--- config.mk ---
export PLATFORM = sky130hd
export DESIGN_NAME = alu_seq
export DESIGN_NICKNAME = d
export VERILOG_FILES = /design/src/rtl/alu_seq.sv
export SDC_FILE = /design/constraint.sdc
export NUM_CORES = 1
export LEC_CHECK = 0
export ABC_AREA = 0
export BUFFER_PORTS_ARGS = -buffer_cell sky130_fd_sc_hd__buf_4
export CAP_MARGIN = 20
export CORE_ASPECT_RATIO = 1.1
export CORE_UTILIZATION = 54
export DETAILED_ROUTE_END_ITERATION = 10
export PLACE_DENSITY = 0.84
export SYNTH_ARGS = -nofsm -noshare
export SYNTH_HDL_FRONTEND = slang
export SYNTH_SLANG_ARGS = --single-unit
--- constraint.sdc ---
create_clock -name clk -period 2.9 [get_ports clk]
set_clock_uncertainty 0.05 [all_clocks]
set_input_delay 0.87 -clock clk [delete_from_list [all_inputs] [get_ports clk]]
set_output_delay 0.87 -clock clk [all_outputs]
set_load 0.1 [all_outputs]
--- src/rtl/alu_seq.sv ---
// alu_seq: sequencer for the nibble-serial 8-bit ALU.
//   Takes one op per valid/ready request, drives the ALU over three cycles
//   (load A, low nibble, high nibble), then offers result + Z/N/H/C flags on
//   a valid/ready response. Illegal op codes skip the ALU and answer at once.
//   Ports: clk, reset (async, active-high); req_* request channel;
//   rsp_* response channel; alu_* ALU control outputs; alu_result/alu_carry
//   from the ALU.
//   Build option: define ALU_SEQ_INCDEC_EN to make op codes 8 (INC) and
//   9 (DEC) legal; otherwise they take the illegal-op path.
module alu_seq #(
    parameter int OP_W = 4
) (
    input  logic            clk,
    input  logic            reset,
    input  logic            req_valid,
    output logic            req_ready,
    input  logic [OP_W-1:0] req_op,
    input  logic [7:0]      req_a,
    input  logic [7:0]      req_b,
    input  logic            req_cy,
    output logic            rsp_valid,
    input  logic            rsp_ready,
    output logic [7:0]      rsp_result,
    output logic            rsp_wr,
    output logic            rsp_z,
    output logic            rsp_n,
    output logic            rsp_h,
    output logic            rsp_c,
    output logic            rsp_err,
    output logic [7:0]      alu_op,
    output logic            alu_la,
    output logic            alu_lb,
    output logic            alu_ne,
    output logic            alu_ci,
    output logic            alu_l,
    output logic            alu_h,
    output logic            alu_r,
    output logic            alu_s,
    output logic            alu_v,
    output logic            alu_res_oe,
    input  logic [7:0]      alu_result,
    input  logic            alu_carry
);
    localparam logic [OP_W-1:0] OP_ADC = OP_W'(1);
    localparam logic [OP_W-1:0] OP_SUB = OP_W'(2);
    localparam logic [OP_W-1:0] OP_SBC = OP_W'(3);
    localparam logic [OP_W-1:0] OP_AND = OP_W'(4);
    localparam logic [OP_W-1:0] OP_XOR = OP_W'(5);
    localparam logic [OP_W-1:0] OP_OR  = OP_W'(6);
    localparam logic [OP_W-1:0] OP_CP  = OP_W'(7);

    typedef enum logic [2:0] {IDLE, LDA, LO, HI, RSP} state_t;

    state_t          state, state_nx;
    logic [OP_W-1:0] op;
    logic [7:0]      a, b;
    logic            cy, hc;
    logic            req_legal, incdec, dec, ne, ci_lo, lr, ls, lv, logic_op, busy;

`ifdef ALU_SEQ_INCDEC_EN
    localparam logic [OP_W-1:0] OP_INC = OP_W'(8);
    localparam logic [OP_W-1:0] OP_DEC = OP_W'(9);
    assign req_legal = req_op <= OP_DEC;
    assign incdec    = op == OP_INC || op == OP_DEC;
    assign dec       = op == OP_DEC;
`else
    assign req_legal = req_op <= OP_CP;
    assign incdec    = 1'b0;
    assign dec       = 1'b0;
`endif

    assign lr       = op == OP_AND;
    assign ls       = op == OP_XOR;
    assign lv       = op == OP_OR;
    assign logic_op = lr || ls || lv;
    assign ne       = op == OP_SUB || op == OP_SBC || op == OP_CP || dec;
    // Carry-in for the low nibble; subtraction is A + ~B + 1 so borrow-in inverts.
    assign ci_lo    = op == OP_ADC ? cy :
                      (op == OP_SUB || op == OP_CP) ? 1'b1 :
                      op == OP_SBC ? !cy : dec;
    assign busy     = state == LO || state == HI;

    assign req_ready = state == IDLE;
    assign rsp_valid = state == RSP;

    always_comb begin
        state_nx = state;
        case (state)
            IDLE:    if (req_valid) state_nx = req_legal ? LDA : RSP;
            LDA:     state_nx = LO;
            LO:      state_nx = HI;
            HI:      state_nx = RSP;
            RSP:     if (rsp_ready) state_nx = IDLE;
            default: state_nx = IDLE;
        endcase
    end

    always_comb begin
        alu_la     = state == LDA;
        alu_lb     = state == LO;
        alu_l      = state == LO;
        alu_h      = state == HI;
        alu_res_oe = state == HI;
        alu_op     = state == LDA ? a : state == LO ? (incdec ? 8'h01 : b) : 8'h00;
        alu_ne     = busy && ne;
        alu_ci     = state == LO ? ci_lo : state == HI ? hc : 1'b0;
        alu_r      = busy && lr;
        alu_s      = busy && ls;
        alu_v      = busy && lv;
    end

    always_ff @(posedge clk or posedge reset) begin
        if (reset) begin
            state      <= IDLE;
            op         <= '0;
            a          <= '0;
            b          <= '0;
            cy         <= 1'b0;
            hc         <= 1'b0;
            rsp_result <= '0;
            rsp_wr     <= 1'b0;
            rsp_z      <= 1'b0;
            rsp_n      <= 1'b0;
            rsp_h      <= 1'b0;
            rsp_c      <= 1'b0;
            rsp_err    <= 1'b0;
        end else begin
            state <= state_nx;
            if (state == IDLE && req_valid) begin
                op <= req_op;
                a  <= req_a;
                b  <= req_b;
                cy <= req_cy;
                if (!req_legal) begin
                    rsp_result <= req_a;
                    rsp_c      <= req_cy;
                    rsp_err    <= 1'b1;
                    rsp_wr     <= 1'b0;
                    rsp_z      <= 1'b0;
                    rsp_n      <= 1'b0;
                    rsp_h      <= 1'b0;
                end
            end
            if (state == LO) hc <= alu_carry;
            if (state == HI) begin
                rsp_result <= alu_result;
                rsp_z      <= alu_result == 8'h00;
                rsp_n      <= ne;
                // With ne=1 the ALU carry is an active-low borrow, so flip it.
                rsp_h      <= logic_op ? lr : hc ^ ne;
                rsp_c      <= incdec ? cy : logic_op ? 1'b0 : alu_carry ^ ne;
                rsp_wr     <= op != OP_CP;
                rsp_err    <= 1'b0;
            end
        end
    end
endmodule

==> results of run 1 <==
==> critical path: stages, from the launching register on <==
cell and delay (ps):
dfrtp_2 530, nand2b_1 240, nand2b_1 260, nor3b_2 190, buf_4 310
==> per-stage QoR <==
step                hold slack [ps]  setup TNS, ps
floorplan                       432          -1010
global placement                414              0
detailed placement              417              0
CTS                             444              0
global route                    457              0
finish                          443              0
==> registers in the layout (all words and copies together), names as in the netlist <==
signal and count:
op 4, rsp_n 1, hc 1, b 8
a 8, rsp_wr 1, cy 1, rsp_c 1
state 3, rsp_result 8, rsp_h 1, rsp_err 1
rsp_z 1
==> final timing paths <==
path,end,depth (start not counted)
min reg2reg,rsp_wr$_DFFE_PP0P_,1
min in group asynchronous,b[3]$_DFFE_PP0P_,3
min,rsp_wr$_DFFE_PP0P_,1
max,alu_s,4
max reg2reg,b[5]$_DFFE_PP0P_,3
max in group asynchronous,state[1]$_DFFE_PP0P_,3
==> cell type report <==
| cell class | instances | share of cell area |
|---|---|---|
| inverter | 8 | 0.0112 |
| tap | 48 | 0.0224 |
| multi-input combinational | 120 | 0.376 |
| clock buffer | 7 | 0.0168 |
| sequential | 39 | 0.365 |
| timing repair buffer | 72 | 0.207 |
| clock inverter | 1 | 0.00187 |
==> layout by cell type (no fill, tap or decap), types with 3 or more instances in the layout <==
cell,n
o21ai_0,4
a21o_1,3
inv_1,7
mux2_4,18
nor2_1,10
buf_4,71
a31oi_1,11
nand2_1,27
nand2b_1,4
dfrtp_1,37
clkbuf_4,5
nand3b_1,3
a21oi_1,6
a22o_4,7
nor3b_2,3
==> repair_timing <==
action / 4_1_cts / 5_1_grt
gates resized for setup: 2 / 0
buffers inserted: 1 / 0
endpoints found under the setup margin: 11 / 0
==> metal layers <==
layer | vias to the layer above | wire length [um] | track usage
met2 | 58 | 2280 | 0.436
met5 | - | 0 | 0
met1 | 746 | 1900 | 0.321
met4 | 0 | 69 | 0.0901
li1 | 767 | - | -
met3 | 7 | 240 | 0.0626
==> logic make-up after synthesis <==
group	Yosys count	synth area share
DFF	39	0.488
AOI/OAI and AO/OA	38	0.134
muxes	20	0.146
buffers and inverters	20	0.0612
and+or+nand+nor	62	0.171
==> flow_metrics.tcl, run 1 <==
set metrics [dict create \
    path_max_fanout 11 \
    cts_tree "yes" \
    drv_cap 0 \
    worst_slew_pin_slew_ps 481 \
    drt-initial-drc-count 101 \
    layout-drive-gt1-share 0.494 \
    wl_per_cell_um 15.2 \
    dp_hpwl_um 3320 \
    drt-total-wl_um 4490 \
    overflow 0 \
    firstDrtPassIters 4 \
    worst_slack_ps 113 \
    synth_edf_count 0 \
    pre_cts_ws_ps 266 \
    min_from "rsp_wr$_DFFE_PP0P_" \
    postSynthAreaPerCell_um2 11.2 \
    cts_inserted_buffers 5 \
    final_core_util 0.778 \
    final_area_mm2 0.00268 \
    synthTopCellsByCount "39 x dfrtp_1, 27 x nand2_1, 18 x mux2_4" \
    grt_pass1_wl_um 7400 \
    hold_viol 0 \
    fillers 253 \
    place_area_mm2 0.00261 \
    place_congestion 0.857 \
    core_mm2 0.00344 \
    insertion_delay_ps 340 \
    synthTopCellsByArea "dfrtp_1 49%, mux2_4 14%, nand2_1 5.1%, a22o_1 3.5%, a31oi_1 3.4%" \
    netlist_area_mm2 0.00200 \
    htreeDepth 2 \
    multi_input_area_mm2 0.00101 \
    synthCells 179 \
    yosysTopAreaCell "dfrtp_1" \
    final_max_slew_viol_count 0 \
    grt_use_total 0.259 \
    cts_root_buf "clkbuf_4" \
    critPathKind "reg2out" \
    cts.sinks 39 \
    start_util 0.582 \
    critPathRequiredTime_ps 1980 \
    critPathArrivalTime_ps 1870 \
    remaining_drc_errors 0 \
    seqCellArea_um2 978 \
    synth_nets 213 \
    ys.flop_type "dfrtp_1" \
    ctsHoldBuffers 0 \
    diodes 0 \
    worstHoldPathType "reg2reg" \
    viasPerCell 5.35 \
    synth-seq-cells 39 \
    end_kind "primary output" \
    final_nets 280 \
    ys_seq_area_frac 0.488 \
    maxSlewHeadroom 0.679 \
    die_w_um 60.1 \
    final_cells 295 \
    yosys_warnings 0 \
    r2r-start "state[2]$_DFFE_PP0P_" \
    async_flop_share 1.00 \
    dieArea_mm2 0.00396 \
    path_clk_slew_ps 110 \
    startpoint_type "flip-flop" \
    antenna_found_initial 0 \
    synth_top_area_share 0.488 \
    grt_pass1_vias 1572 \
    rows 22 \
    status "completed" \
    dp_cells 286 \
    postRouteAntennaNets 0 \
    rrSetupSlack_ps 1160 \
    rsz0062_at_grt "false" \
    setup_viol 0 \
    synth_cell_type_count 33 \
    syn_to_final_growth_pct 33.8 \
    clockBufferDepth 2 \
    timing.final.crit_share 0.961 \
    die_h_um 65.9 \
    ios 68 \
    port_buffers 67 \
    startpoint "state[2]$_DFFE_PP0P_" \
    vias 1578 \
    yosys.cell_count.top_type "dfrtp_1" \
    period_minus_slack_ps 2790 \
    fmax_mhz 359 \
    grt_max_degree 40 \
]
Power of run 1 is not shown: default switching activity piles up to over one toggle a cycle in this logic, so the estimate is an artifact.
==> run 2: changes to the inputs <==
--- a/config.mk
+++ b/config.mk
@@ -9,9 +9,9 @@
 export BUFFER_PORTS_ARGS = -buffer_cell sky130_fd_sc_hd__buf_4
 export CAP_MARGIN = 20
 export CORE_ASPECT_RATIO = 1.1
-export CORE_UTILIZATION = 54
+export CORE_UTILIZATION = 50
 export DETAILED_ROUTE_END_ITERATION = 10
-export PLACE_DENSITY = 0.84
+export PLACE_DENSITY = 0.79
 export SYNTH_ARGS = -nofsm -noshare
 export SYNTH_HDL_FRONTEND = slang
 export SYNTH_SLANG_ARGS = --single-unit
==> constraint.sdc (replaced) <==
create_clock -name clk -period 3 [get_ports clk]
set_clock_uncertainty 0.05 [all_clocks]
set_input_delay 0.9 -clock clk [delete_from_list [all_inputs] [get_ports clk]]
set_output_delay 0.9 -clock clk [all_outputs]
set_load 0.1 [all_outputs]
==> flow_metrics.tcl, run 2 (synthesis gave the netlist of run 1 again) <==
set metrics [dict create \
    status "completed" \
    wl_per_cell_um 15.1 \
    layout-drive-gt1-share 0.492 \
    path_max_fanout 14 \
    fillers 290 \
    drv_cap 0 \
    rsz0062_at_grt "false" \
    rrSetupSlack_ps 1040 \
    path_cells "nor3b_2 > buf_4 > o211ai_1 > o21ai_2 > buf_4" \
    final_nets 281 \
    cts_root_buf "clkbuf_8" \
    reg2reg_to "a[3]$_DFFE_PP0P_" \
    grt_use_total 0.230 \
    hold_viol 0 \
    path_clk_slew_ps 70 \
    vias 1599 \
    port_buffers 67 \
    crit_path_top_delay_cell "dfrtp_1" \
    grt_max_degree 40 \
    final_max_slew_viol_count 0 \
    antenna_found_initial 0 \
    ios 68 \
    cts.sinks 39 \
    hold_ws_ps 438 \
    insertion_delay_ps 290 \
    die_w_um 62.3 \
    cp_slowest_stage_delay_ps 620 \
    ctsHoldBuffers 0 \
    min_from "rsp_h$_DFFE_PP0P_" \
    cts_tree "yes" \
    r2r-start "state[2]$_DFFE_PP0P_" \
    dp_hpwl_um 3400 \
    maxSlewHeadroom 0.669 \
    fmax_mhz 345 \
    timing.final.crit_share 0.966 \
    postCtsSetupRepairBufs 0 \
    hold_path_depth 2 \
    rows 23 \
    cts_inserted_buffers 5 \
    critPathRequiredTime_ps 2050 \
    top_regs "a: 8 flops, b: 8 flops, rsp_result: 8 flops" \
    worstSetupPathDepth 5 \
    clockBufferDepth 2 \
    fin_setup_tns_ps 0 \
    overflow 0 \
    grt_pass1_vias 1538 \
    cts-resized-gates 0 \
    drt-initial-drc-count 114 \
    die_h_um 68.4 \
    viasPerCell 5.37 \
    worstHoldEndpoint "rsp_h$_DFFE_PP0P_" \
    worst_slew_pin_slew_ps 497 \
    dieArea_mm2 0.00426 \
    syn_to_final_growth_pct 36.1 \
    period_minus_slack_ps 2900 \
    start_util 0.535 \
    worstHoldPathType "reg2reg" \
    critPathKind "reg2out" \
    end_kind "primary output" \
    startpoint_type "flip-flop" \
    cp_num_buf_inv 2 \
    grt_pass1_wl_um 7270 \
    diodes 0 \
    setup_viol 0 \
    reg2regPathDepth 3 \
    firstDrtPassIters 4 \
    most-common-layout-cells "73 x buf_4, 39 x dfrtp_1, 27 x nand2_1" \
    drt-total-wl_um 4510 \
    place_congestion 0.896 \
    cpMostUsedCell "buf_4" \
    core_mm2 0.00374 \
    critPathArrivalTime_ps 1950 \
    final_common_cell "buf_4" \
    htreeDepth 2 \
    crit_family "flip-flops" \
    remaining_drc_errors 0 \
    postRouteAntennaNets 0 \
]
## run 2: how the worst max path moves through the flow
stage | startpoint | to | slack [ps]
2_1_floorplan | state[2]$_DFFE_PP0P_ | alu_op[0] | -470
3_3_place_gp | state[1]$_DFFE_PP0P_ | alu_ci | 480
3_5_place_dp | state[1]$_DFFE_PP0P_ | alu_ci | 420
4_1_cts | state[1]$_DFFE_PP0P_ | alu_ci | 100
5_1_grt | state[1]$_DFFE_PP0P_ | alu_ci | 20
6_report | state[1]$_DFFE_PP0P_ | alu_ci | 100
## run 2: metrics by stage
step                std cells  setup slack (ps)   util  instance area, um2
global placement          290               484  0.700                2620
CTS                       298              96.3  0.728                2720
global route              298              16.6  0.728                2720
floorplan                 179              -469      -                2100
detailed placement        290               424  0.700                2620
finish                    298               102  0.728                2720
## run 2: area by class of cell
cell class | count | area (um2) | share of cell area
Clock buffer | 7 | 96.3 | 0.0354
Sequential cell | 39 | 976 | 0.358
Clock inverter | 1 | 7.51 | 0.00276
Multi-Input combinational cell | 120 | 1000 | 0.368
Tap cell | 50 | 62.6 | 0.0230
Timing Repair Buffer | 73 | 548 | 0.201
Inverter | 8 | 30.0 | 0.0110
## run 2: tightest hold or removal path, cell delays in order (launching register included)
cell	delay [ps]
dfrtp_1	360
nand2_1	50
nand2_1	50
## run 2: layer usage
metal,share of wire,routed length (um),GRT usage
met5,0,0,0
met4,0.011,51,0.0814
met3,0.060,272,0.0750
met2,0.50,2280,0.408
met1,0.42,1910,0.265
Power of run 2 is left out for the same reason.
==> run 3: changes to the inputs <==
--- a/config.mk
+++ b/config.mk
@@ -12,6 +12,7 @@
 export CORE_UTILIZATION = 50
 export DETAILED_ROUTE_END_ITERATION = 10
 export PLACE_DENSITY = 0.79
+export REMOVE_ABC_BUFFERS = 1
 export SYNTH_ARGS = -nofsm -noshare
 export SYNTH_HDL_FRONTEND = slang
 export SYNTH_SLANG_ARGS = --single-unit
==> flow_metrics.tcl, run 3 (synthesis gave the netlist of run 1 again) <==
set metrics [dict create \
    cts_inserted_buffers 5 \
    period_minus_slack_ps 2790 \
    worst_slack_ps 208 \
    port_buffers 67 \
    end_kind "primary output" \
    final_common_cell "buf_4" \
    layout-drive-gt1-share 0.442 \
    rrSetupSlack_ps 1140 \
    reg2reg_to "b[6]$_DFFE_PP0P_" \
    top_regs "a: 8 flops, b: 8 flops, rsp_result: 8 flops" \
    worstHoldPathType "reg2reg" \
    postRouteAntennaNets 0 \
    grt_pass1_wl_um 7400 \
    grt_max_degree 40 \
    worst_slew_pin_slew_ps 497 \
    ios 68 \
    fillers 293 \
    setup_viol 0 \
    insertion_delay_ps 280 \
    core_mm2 0.00374 \
    start_util 0.535 \
    pre_cts_ws_ps 537 \
    dieArea_mm2 0.00426 \
    min_from "rsp_wr$_DFFE_PP0P_" \
    hold_path_depth 1 \
    hold_viol 0 \
    maxSlewHeadroom 0.668 \
    firstDrtPassIters 4 \
    drt-initial-drc-count 72 \
    final_area_mm2 0.00265 \
    critPathRequiredTime_ps 2050 \
    final_max_slew_viol_count 0 \
    r2r-start "state[2]$_DFFE_PP0P_" \
    die_w_um 62.3 \
    fmax_mhz 358 \
    rows 23 \
    final_nets 282 \
    postCtsSetupRepairBufs 0 \
    diodes 0 \
    htreeDepth 2 \
    rsz0062_at_grt "false" \
    timing.final.crit_share 0.931 \
    path_max_fanout 10 \
    vias 1591 \
    critPathKind "reg2out" \
    syn_to_final_growth_pct 32.1 \
    die_h_um 68.4 \
    grt_use_total 0.234 \
    ctsHoldBuffers 0 \
    remaining_drc_errors 0 \
    viasPerCell 5.32 \
    seqCellArea_um2 976 \
    startpoint_type "flip-flop" \
    cts_root_buf "clkbuf_8" \
    worstHoldEndpoint "rsp_wr$_DFFE_PP0P_" \
    place_area_mm2 0.00253 \
    antenna_found_initial 0 \
    cts.sinks 39 \
    drt-total-wl_um 4620 \
    most-common-layout-cells "74 x buf_4, 39 x dfrtp_1, 27 x nand2_1" \
    overflow 0 \
    place_congestion 0.860 \
    reg2regPathDepth 4 \
    dp_hpwl_um 3310 \
    drv_cap 0 \
    cts-resized-gates 0 \
    status "completed" \
    wl_per_cell_um 15.5 \
    critPathArrivalTime_ps 1840 \
    grt_pass1_vias 1597 \
    cts_tree "yes" \
    multi_input_area_um2 903 \
    path_clk_slew_ps 80 \
    clockBufferDepth 2 \
]
run 3: changes by cell type in the layout (fill, tap and decap cells not counted), sizes merged:
cell and change:
buf +1, bufinv +1, clkbuf -1, clkinv +1, clkinvlp -1
run 3: worst max-delay path: stages, from the launching register on:
cell	delay (ps)
dfrtp_1	500
nor3b_2	340
buf_4	250
a22o_1	170
buf_4	290
run 3: through the flow:
| stage | hold slack [ps] | std cells | TNS, ps | util |
|---|---|---|---|---|
| 5_1_grt | 458 | 299 | 0 | 0.707 |
| 3_5_place_dp | 425 | 291 | 0 | 0.676 |
| 3_3_place_gp | 422 | 291 | 0 | 0.676 |
| 4_1_cts | 443 | 299 | 0 | 0.707 |
| 2_1_floorplan | 431 | 167 | -27750 | - |
| 6_report | 441 | 299 | 0 | 0.707 |
run 3: worst max path at each step:
| stage | start | end | slack [ps] |
|---|---|---|---|
| 2_1_floorplan | state[2]$_DFFE_PP0P_ | alu_ci | -2530 |
| 3_3_place_gp | state[0]$_DFFE_PP0P_ | alu_op[3] | 580 |
| 3_5_place_dp | state[0]$_DFFE_PP0P_ | alu_op[3] | 540 |
| 4_1_cts | state[0]$_DFFE_PP0P_ | alu_op[3] | 210 |
| 5_1_grt | state[2]$_DFFE_PP0P_ | alu_ci | 130 |
| 6_report | state[0]$_DFFE_PP0P_ | alu_op[3] | 210 |
run 3: layer usage:
metal  track usage  vias to the layer above  part of all wire
met5             0                        -                 0
met4         0.113                        0             0.010
met3        0.0883                        6             0.082
met2         0.393                       69              0.48
met1         0.268                      755              0.43
li1              -                      761                 -
run 3: layout make-up:
class,count,share of cell area
Sequential cell,39,0.369
Multi-Input combinational cell,120,0.342
Timing Repair Buffer,74,0.210
Clock buffer,6,0.0312
Tap cell,50,0.0237
Clock inverter,2,0.0132
Inverter,8,0.0114
Power of run 3 is left out for the same reason.
